$ cat src/rtl/uop_seq_engine_pkg.sv
// Shared uop definitions: one-hot opcodes, exec codes, field layout and FSM state encodings.
package uop_seq_engine_pkg;

   localparam int unsigned UOP_LEN    = 20;
   localparam int unsigned OPC_W      = 6;
   localparam int unsigned UOP_SRC_W  = 4;
   localparam int unsigned UOP_DST_W  = 4;
   localparam int unsigned UOP_EXEC_W = 2;

   localparam int unsigned UOP_OPC_LSB  = 14;
   localparam int unsigned UOP_SRC1_LSB = 10;
   localparam int unsigned UOP_SRC2_LSB = 6;
   localparam int unsigned UOP_DST_LSB  = 2;
   localparam int unsigned UOP_EXEC_LSB = 0;

   localparam logic [OPC_W-1:0] OPCODE_CMP = 6'b100000;
   localparam logic [OPC_W-1:0] OPCODE_MOV = 6'b010000;
   localparam logic [OPC_W-1:0] OPCODE_ADD = 6'b001000;
   localparam logic [OPC_W-1:0] OPCODE_SUB = 6'b000100;
   localparam logic [OPC_W-1:0] OPCODE_MUL = 6'b000010;
   localparam logic [OPC_W-1:0] OPCODE_RDY = 6'b000001;

   localparam logic [UOP_EXEC_W-1:0] UOP_EXEC_ALWAYS     = 2'b00;
   localparam logic [UOP_EXEC_W-1:0] UOP_EXEC_PZT1T2_0XX = 2'b01;

   localparam int unsigned ST_W = 3;
   typedef logic [ST_W-1:0] state_t;
   localparam state_t ST_IDLE  = 3'd0;
   localparam state_t ST_FETCH = 3'd1;
   localparam state_t ST_LATCH = 3'd2;
   localparam state_t ST_EXEC  = 3'd3;
   localparam state_t ST_WAIT  = 3'd4;

   // Payload handed to the modular-arithmetic worker.
   typedef struct packed {
      logic [OPC_W-1:0]     opcode;
      logic [UOP_SRC_W-1:0] src1;
      logic [UOP_SRC_W-1:0] src2;
      logic [UOP_DST_W-1:0] dst;
   } op_req_t;

endpackage

$ cat src/rtl/uop_seq_decode.sv
// Combinational uop decode: field slicing, terminate detection, exec-condition evaluation.
module uop_seq_decode
   import uop_seq_engine_pkg::*;
(
   input  logic [UOP_LEN-1:0]   uop,
   input  logic                 flag_pz0,
   output logic [OPC_W-1:0]     opcode,
   output logic [UOP_SRC_W-1:0] src1,
   output logic [UOP_SRC_W-1:0] src2,
   output logic [UOP_DST_W-1:0] dst,
   output logic                 term,
   output logic                 exec_ok
);

   logic [UOP_EXEC_W-1:0] exec;

   assign opcode = uop[UOP_OPC_LSB  +: OPC_W];
   assign src1   = uop[UOP_SRC1_LSB +: UOP_SRC_W];
   assign src2   = uop[UOP_SRC2_LSB +: UOP_SRC_W];
   assign dst    = uop[UOP_DST_LSB  +: UOP_DST_W];
   assign exec   = uop[UOP_EXEC_LSB +: UOP_EXEC_W];

   // Anything other than a single recognised worker opcode ends the program.
   always_comb begin
      term = 1'b1;
      case (opcode)
         OPCODE_CMP, OPCODE_MOV, OPCODE_ADD, OPCODE_SUB, OPCODE_MUL: term = 1'b0;
         OPCODE_RDY: term = 1'b1;
         default:    term = 1'b1;
      endcase
   end

   // Reserved exec codes behave as ALWAYS.
   always_comb begin
      exec_ok = 1'b1;
      case (exec)
         UOP_EXEC_ALWAYS:     exec_ok = 1'b1;
         UOP_EXEC_PZT1T2_0XX: exec_ok = flag_pz0;
         default:             exec_ok = 1'b1;
      endcase
   end

endmodule

$ cat src/rtl/uop_seq_engine.sv
// Microcode sequencer for point-operation uop ROMs.
// Optional worker watchdog enabled by defining UOP_SEQ_WATCHDOG_EN.
module uop_seq_engine
   import uop_seq_engine_pkg::*;
#(
   parameter int unsigned ADDR_W     = 6,
   parameter int unsigned UOP_W      = 20,
   parameter int unsigned WDT_CYCLES = 1024
) (
   input  logic              clk,
   input  logic              rst,
   input  logic              ena,
   output logic              rdy,
   output logic [ADDR_W-1:0] uop_addr,
   input  logic [UOP_W-1:0]  uop_data,
   output logic              op_ena,
   output logic [5:0]        op_code,
   output logic [3:0]        op_src1,
   output logic [3:0]        op_src2,
   output logic [3:0]        op_dst,
   input  logic              op_rdy,
   input  logic              op_cmp_eq,
   output logic              wdt_err
);

   if (UOP_W != UOP_LEN) begin : g_bad_uop_w
      $error("uop_seq_engine: UOP_W must match the packaged uop layout");
   end
   if (WDT_CYCLES < 2) begin : g_bad_wdt
      $error("uop_seq_engine: WDT_CYCLES must be at least 2");
   end

   state_t            state_q, state_d;
   logic [ADDR_W-1:0] pc_q, pc_d;
   logic              flag_q, flag_d;
   logic              term_q, exec_ok_q;
   op_req_t           op_q, op_d, dec_req;
   logic              rdy_d, op_ena_d;
   logic [ADDR_W-1:0] uop_addr_d;
   logic              pc_last_c, wdt_timeout_c, wdt_fire_c;

   logic [OPC_W-1:0]     dec_opc;
   logic [UOP_SRC_W-1:0] dec_src1, dec_src2;
   logic [UOP_DST_W-1:0] dec_dst;
   logic                 dec_term, dec_exec_ok;

   uop_seq_decode u_decode (
      .uop      (uop_data),
      .flag_pz0 (flag_q),
      .opcode   (dec_opc),
      .src1     (dec_src1),
      .src2     (dec_src2),
      .dst      (dec_dst),
      .term     (dec_term),
      .exec_ok  (dec_exec_ok)
   );

   assign dec_req    = {dec_opc, dec_src1, dec_src2, dec_dst};
   assign pc_last_c  = (pc_q == {ADDR_W{1'b1}});
   assign wdt_fire_c = (state_q == ST_WAIT) && !op_rdy && wdt_timeout_c;

   // State register.
   always_ff @(posedge clk) begin
      if (rst) state_q <= ST_IDLE;
      else     state_q <= state_d;
   end

   // Next state, PC and PZ flag; the PC never wraps, address 63 ends the program.
   always_comb begin
      state_d = state_q;
      pc_d    = pc_q;
      flag_d  = flag_q;
      case (state_q)
         ST_IDLE: begin
            if (ena) begin
               state_d = ST_FETCH;
               pc_d    = '0;
               flag_d  = 1'b0;
            end
         end
         ST_FETCH: state_d = ST_LATCH;
         ST_LATCH: state_d = ST_EXEC;
         ST_EXEC: begin
            if (term_q) begin
               state_d = ST_IDLE;
               pc_d    = '0;
            end else if (!exec_ok_q) begin
               if (pc_last_c) begin
                  state_d = ST_IDLE;
                  pc_d    = '0;
               end else begin
                  state_d = ST_FETCH;
                  pc_d    = pc_q + ADDR_W'(1);
               end
            end else begin
               state_d = ST_WAIT;
            end
         end
         ST_WAIT: begin
            if (op_rdy) begin
               if (op_q.opcode == OPCODE_CMP) flag_d = op_cmp_eq;
               if (pc_last_c) begin
                  state_d = ST_IDLE;
                  pc_d    = '0;
               end else begin
                  state_d = ST_FETCH;
                  pc_d    = pc_q + ADDR_W'(1);
               end
            end else if (wdt_fire_c) begin
               state_d = ST_IDLE;
               pc_d    = '0;
            end
         end
         default: begin
            state_d = ST_IDLE;
            pc_d    = '0;
         end
      endcase
   end

   // Output next values; the issue decision is taken in LATCH so op_ena is a flop during EXEC.
   always_comb begin
      rdy_d      = (state_d == ST_IDLE);
      uop_addr_d = (state_d == ST_IDLE) ? '0 : pc_d;
      op_ena_d   = (state_q == ST_LATCH) && !dec_term && dec_exec_ok;
      op_d       = op_ena_d ? dec_req : op_q;
   end

   always_ff @(posedge clk) begin
      if (rst) begin
         pc_q      <= '0;
         flag_q    <= 1'b0;
         term_q    <= 1'b0;
         exec_ok_q <= 1'b0;
         rdy       <= 1'b1;
         uop_addr  <= '0;
         op_ena    <= 1'b0;
         op_q      <= '0;
      end else begin
         pc_q     <= pc_d;
         flag_q   <= flag_d;
         rdy      <= rdy_d;
         uop_addr <= uop_addr_d;
         op_ena   <= op_ena_d;
         op_q     <= op_d;
         if (state_q == ST_LATCH) begin
            term_q    <= dec_term;
            exec_ok_q <= dec_exec_ok;
         end
      end
   end

   assign op_code = op_q.opcode;
   assign op_src1 = op_q.src1;
   assign op_src2 = op_q.src2;
   assign op_dst  = op_q.dst;

`ifdef UOP_SEQ_WATCHDOG_EN
   localparam int unsigned WDT_W = $clog2(WDT_CYCLES);
   logic [WDT_W-1:0] wdt_cnt_q;

   // Cycles elapsed since op_ena; fires so that IDLE is reached WDT_CYCLES after the issue.
   always_ff @(posedge clk) begin
      if (rst)                      wdt_cnt_q <= '0;
      else if (state_q == ST_EXEC)  wdt_cnt_q <= WDT_W'(1);
      else if (state_q == ST_WAIT)  wdt_cnt_q <= wdt_cnt_q + WDT_W'(1);
      else                          wdt_cnt_q <= '0;
   end

   assign wdt_timeout_c = (wdt_cnt_q == WDT_W'(WDT_CYCLES - 1));

   always_ff @(posedge clk) begin
      if (rst)                           wdt_err <= 1'b0;
      else if (state_q == ST_IDLE && ena) wdt_err <= 1'b0;
      else if (wdt_fire_c)               wdt_err <= 1'b1;
   end
`else
   assign wdt_timeout_c = 1'b0;
   assign wdt_err       = 1'b0;
`endif

endmodule

$ cat config.mk
export PLATFORM = sky130hd
export DESIGN_NAME = uop_seq_engine
export DESIGN_NICKNAME = d
export VERILOG_FILES = /design/src/rtl/uop_seq_engine_pkg.sv /design/src/rtl/uop_seq_decode.sv /design/src/rtl/uop_seq_engine.sv
export SDC_FILE = /design/constraint.sdc
export NUM_CORES = 1
export LEC_CHECK = 0
export ABC_CLOCK_PERIOD_IN_PS = 1800
export BUFFER_PORTS_ARGS = -buffer_cell sky130_fd_sc_hd__buf_4
export CORE_UTILIZATION = 45
export DETAILED_ROUTE_END_ITERATION = 8
export MAX_ROUTING_LAYER = met4
export PLACE_DENSITY = 0.7
export RECOVER_POWER = 25
export SLEW_MARGIN = 40
export SYNTH_ARGS = -nofsm -noshare
export SYNTH_HDL_FRONTEND = slang
export SYNTH_SLANG_ARGS = --single-unit
$ cat constraint.sdc
create_clock -name clk -period 1.8 [get_ports clk]
set_input_delay 0.36 -clock clk [delete_from_list [all_inputs] [get_ports clk]]
set_output_delay 0.36 -clock clk [all_outputs]
set_load 0.05 [all_outputs]
Yosys cells after proc, flatten, opt, wreduce, memory -nomap -nowiden
Cells that the tools add are included.
W data, S select, Z words.
- equal/unequal tests: 15
- reductions and logical operators: 9
- muxes and demuxes: 18
- add/subtract/negate cells: 1
- operator list (cell ; count):
    $mux W6 ; 5
    $pmux W6 S4 ; 1
    $eq A6 B6 Y1 const B ; 3
    $pmux W3 S5 ; 1
    $mux W3 ; 4
    $add A6 B1 Y6 const B ; 1
    $eq A3 B2 Y1 const B ; 2
    $eq A6 B2 Y1 const B ; 1
    $eq A6 B3 Y1 const B ; 1
    $eq A6 B4 Y1 const B ; 1
    $eq A6 B5 Y1 const B ; 1
    $logic_not A3 Y1 ; 2
    $mux W1 ; 6
    $reduce_or A5 Y1 ; 1
    $ne A2 B2 Y1 const B ; 2
    $reduce_and A4 Y1 ; 1
    $reduce_or A2 Y1 ; 2
    $eq A3 B1 Y1 const B ; 1
    $eq A3 B3 Y1 const B ; 1
    $eq A2 B1 Y1 const B ; 1
    $logic_and A1 B1 Y1 ; 2
    $ne A2 B1 Y1 const B ; 1
    $pmux W1 S2 ; 1
    $reduce_bool A2 Y1 ; 1
- bits of input ports: 25
- logic and storage cells: 55
- register bits: 38
- output and inout bits: 27

Logic depth before layout (Yosys ltp)
- depth after elaboration: 7
- depth in mapped cells: 7
- depth with buffers taken out: 5

Cells and area by module
From an unflattened synthesis, not the netlist that was laid out.
- cells, all modules: 218
- area, all modules: 1845.5 um^2
- modules (own cells, without submodules) (module ; area each (um^2) ; instances ; cells an instance):
    uop_seq_engine ; 1637.8 ; 1 ; 189
    uop_seq_decode ; 207.7 ; 1 ; 29

Worst setup path after synthesis
Ideal clock, no wire load.
- path kind: input to register
- from: input uop_data[19]
- to: register op_q, in the netlist op_code[1]
- setup time: 0.072 ns
- buffers on the path: 2
- path slack: 0.288 ns
- data required time: 1.728 ns
- arrival time: 1.441 ns
- stages on the path: 7
- cell sequence: nor4b_1 a22oi_1 nand2_1 nor2b_2 buf_6 buf_6 mux2i_1
- cells in the longest elaborated chain, start to end: 4
- RTL lines (item ; line ; text):
    start, declared ; uop_seq_engine.sv:15 ; input logic [UOP_W-1:0] uop_data,
    $eq A6 B6 Y1 (tied with other cells) ; uop_seq_decode.sv:26 ; case (opcode)
    $reduce_or A5 Y1 (*) ; uop_seq_decode.sv:26 ;
    $logic_and A1 B1 Y1 (*) (2 in a row) ; uop_seq_engine.sv:125 ; op_ena_d = (state_q == ST_LATCH) && !dec_term && dec_exec_ok;
    end signal, assigned ; uop_seq_engine.sv:145 ; op_q <= op_d;
    end, declared ; uop_seq_engine.sv:37 ; op_req_t op_q, op_d, dec_req;
Every way passes the cells marked *; elsewhere a longest branch is shown, timed or not.
A chain may end at the register's enable or synchronous reset.

Worst setup path after layout
- from: register state_q[0]
- to: register uop_addr[4]
- cells in the longest elaborated chain, start to end: 4
- RTL lines (item ; line ; text):
    start, declared ; uop_seq_engine.sv:33 ; state_t state_q, state_d;
    start signal, assigned ; uop_seq_engine.sv:65 ; else state_q <= state_d;
    $eq A3 B3 Y1 (tied with other cells) ; uop_seq_engine.sv:73 ; case (state_q)
    $pmux W3 S5 ; uop_seq_engine.sv:73 ;
    $logic_not A3 Y1 ; uop_seq_engine.sv:124 ; uop_addr_d = (state_d == ST_IDLE) ? '0 : pc_d;
    $reduce_or A2 Y1 (no line) ; - ;
    end signal, assigned ; uop_seq_engine.sv:143 ; uop_addr <= uop_addr_d;
    end, declared ; uop_seq_engine.sv:14 ; output logic [ADDR_W-1:0] uop_addr,
Several ways; a longest one is shown, not always the timed one.

==> flow_metrics.tcl <==
set metrics [dict create \
    status "finished, final reports clean" \
    yosysWarnings 0 \
    yosysSeqAreaShare_pct 41.0 \
    diodes 0 \
    drcViolationCount 0 \
    irDropWorstVdd_mv 0.506 \
    num_rows 22 \
    wire_per_inst_um 12.3 \
    required_ns 2.01 \
    grt_antenna_before_repair 0 \
    cp-end-kind "flop" \
    drt_iter0_drc 75 \
    grt_max_degree 43 \
    cts_tree "yes" \
    maxCapViolCount 0 \
    total_power_mw 1.86 \
    ys_ff_latch 38 \
    hold_viol 0 \
    crit_type "flop to flop" \
    r2r_start "state_q[0]" \
    ys_types 49 \
    arrival_ns 1.93 \
    final.min_clock_period_ns 1.72 \
    setup_violations 0 \
    fin_skew_ns 0.00451 \
    finalSetupTns_ns 0 \
    drive_gt1_share_pct 26.9 \
    dieArea_um2 4390 \
    synthesis.area_um2 1860 \
    die_x_um 66.2 \
    holdWs_ns 0.330 \
    syn_area_per_cell_um2 9.67 \
    layout_common_cells "buf_4 (44), dfxtp_1 (37), nand2b_1 (36)" \
    grt_pass1_wl_mm 6.17 \
    rsz0062_at_grt "false" \
    grt_util_met1_pct 23.4 \
    clkSlewWorstSetupHoldPaths_ns 0.07 \
    gr-usage-met3_pct 4.14 \
    core_um2 3800 \
    fillCellCount 364 \
    min_period_over_period_pct 95.6 \
    nNetsFinal 274 \
    hold_start "uop_data[5]" \
    track_usage_pct 19.2 \
    synthArstFlopShare_pct 0 \
    dp_hpwl_mm 2.67 \
    p_leak_nw 0.898 \
    clockBufferDepth 2 \
    cp_max_fo 7 \
    synth-edff-count 0 \
    routed_wl_mm 3.64 \
    grt.busiest_layer "met2" \
    drtPass1Iterations 4 \
    numClockSinks 38 \
    final_common_cell "buf_4" \
    vias_per_cell 5.02 \
    multi_input_area_um2 1010 \
    grt_use_met2_pct 30.1 \
    grt_overflow 0 \
    vias 1492 \
    synth_flop_cell "dfxtp_1" \
    start_util_pct 48.9 \
    portBuffers 50 \
    grt_pass1_vias 1385 \
    htree_levels 2 \
    numCtsBuffers 5 \
    insertion_delay_ns 0.29 \
    syn-num-nets 218 \
    startpoint "state_q[0]" \
    hold_path.class "input pin to flop" \
    relSlewSlack_pct 59.9 \
    clockRootBuffer "clkbuf_8" \
    ctsHoldBuffers 0 \
    ios 52 \
    die_height_um 66.2 \
    ff_latch_area_um2 762 \
    start_kind "flop" \
    fmax_ghz 0.581 \
    drv_slew 0 \
    syn_inst 192 \
    place.gp.congestion 0.787 \
    powerDensity_nw_per_um2 793 \
    areaGrowthSynthToFinish_pct 26.1 \
    ant_nets 0 \
    tightest_slew_ns 0.604 \
]
-- state kept, by name, indices dropped and copies added (netlist names) --
register	cells
term_q	1
rdy	1
uop_addr	6
op_src2	4
state_q	3
flag_q	1
op_src1	4
pc_q	6
op_dst	4
exec_ok_q	1
op_code	6
op_ena	1
-- worst max-delay path: stages, from the launching register on --
cell,delay [ns]
dfxtp_1,0.55
nand4bb_1,0.23
a2bb2oi_2,0.21
a31oi_2,0.30
o31ai_4,0.15
a311oi_2,0.18
-- layer usage --
| metal | share of wire, % | wire length (um) |
|---|---|---|
| met5 | 0 | 0 |
| met1 | 48 | 1760 |
| met2 | 46 | 1680 |
| met4 | 1.7 | 61 |
| met3 | 4.1 | 148 |
-- layout make-up --
type	count	share of cell area, %
inverters	5	0.801
repair buffers	59	16.5
multi-input cells	139	42.9
clock inverters	3	1.71
clock buffers	5	2.94
flip-flops and latches	38	32.5
well taps	48	2.56
-- cell usage after synthesis, types with 2 or more instances --
library cell   n  area share (%)
mux2i_1       18             9.7
a21oi_1        7             1.9
or2_2          2            0.67
a22oi_1        3             1.2
nand2_1        9             1.8
buf_4          3             1.2
inv_1          4            0.81
buf_6          3             1.8
clkbuf_1       4            0.81
nor3_1         4             1.1
nor2_1        18             3.6
dfxtp_1       38              41
nand2b_1      36              12
a311oi_2       2             1.6
nor4b_1        3             1.4
a211oi_1       2            0.81
nor4_1         2            0.67
a21o_1         2            0.81
o22ai_1        2            0.67
-- stage by stage --
stage / area (um^2) / cells / util [%] / setup WS [ns]
floorplan: 1860 / 192 / - / 0.288
CTS: 2400 / 297 / 63.1 / 0.0644
global placement: 2290 / 289 / 60.2 / 0.0878
finish: 2340 / 297 / 61.7 / 0.0799
global route: 2340 / 297 / 61.7 / 0.0205
detailed placement: 2290 / 289 / 60.2 / 0.0938
-- where the power goes --
group | switching [mW] | leakage [nW] | total [mW] | internal (mW)
Clock | 0.293 | 0.0579 | 0.701 | 0.408
Combinational | 0.140 | 0.533 | 0.270 | 0.130
Sequential | 0.0267 | 0.307 | 0.887 | 0.861
-- cells by family after synthesis --
logic type / Yosys count / share of synthesized area [%]
other cells: 1 / 0.202
flops: 38 / 41.0
xor+xnor: 2 / 0.944
simple gates: 89 / 29.2
compound gates: 28 / 13.5
mux: 18 / 9.70
buf+inv: 15 / 4.85
fa+ha+maj: 1 / 0.674
-- path summary, 6_finish.rpt --
path | to | slack [ns] | cells past startpoint
setup / recovery | uop_addr[4] | 0.08 | 5
hold / removal | op_dst[3] | 0.33 | 3
setup reg to reg | uop_addr[4] | 0.08 | 5
hold reg to reg | op_dst[2] | 0.48 | 2
-- repair_timing --
action                     4_1_cts  5_1_grt
setup endpoints to repair        0        1
gates resized for setup          0        1
buffers inserted                 0        0
Power figures use the tool's default switching activity.
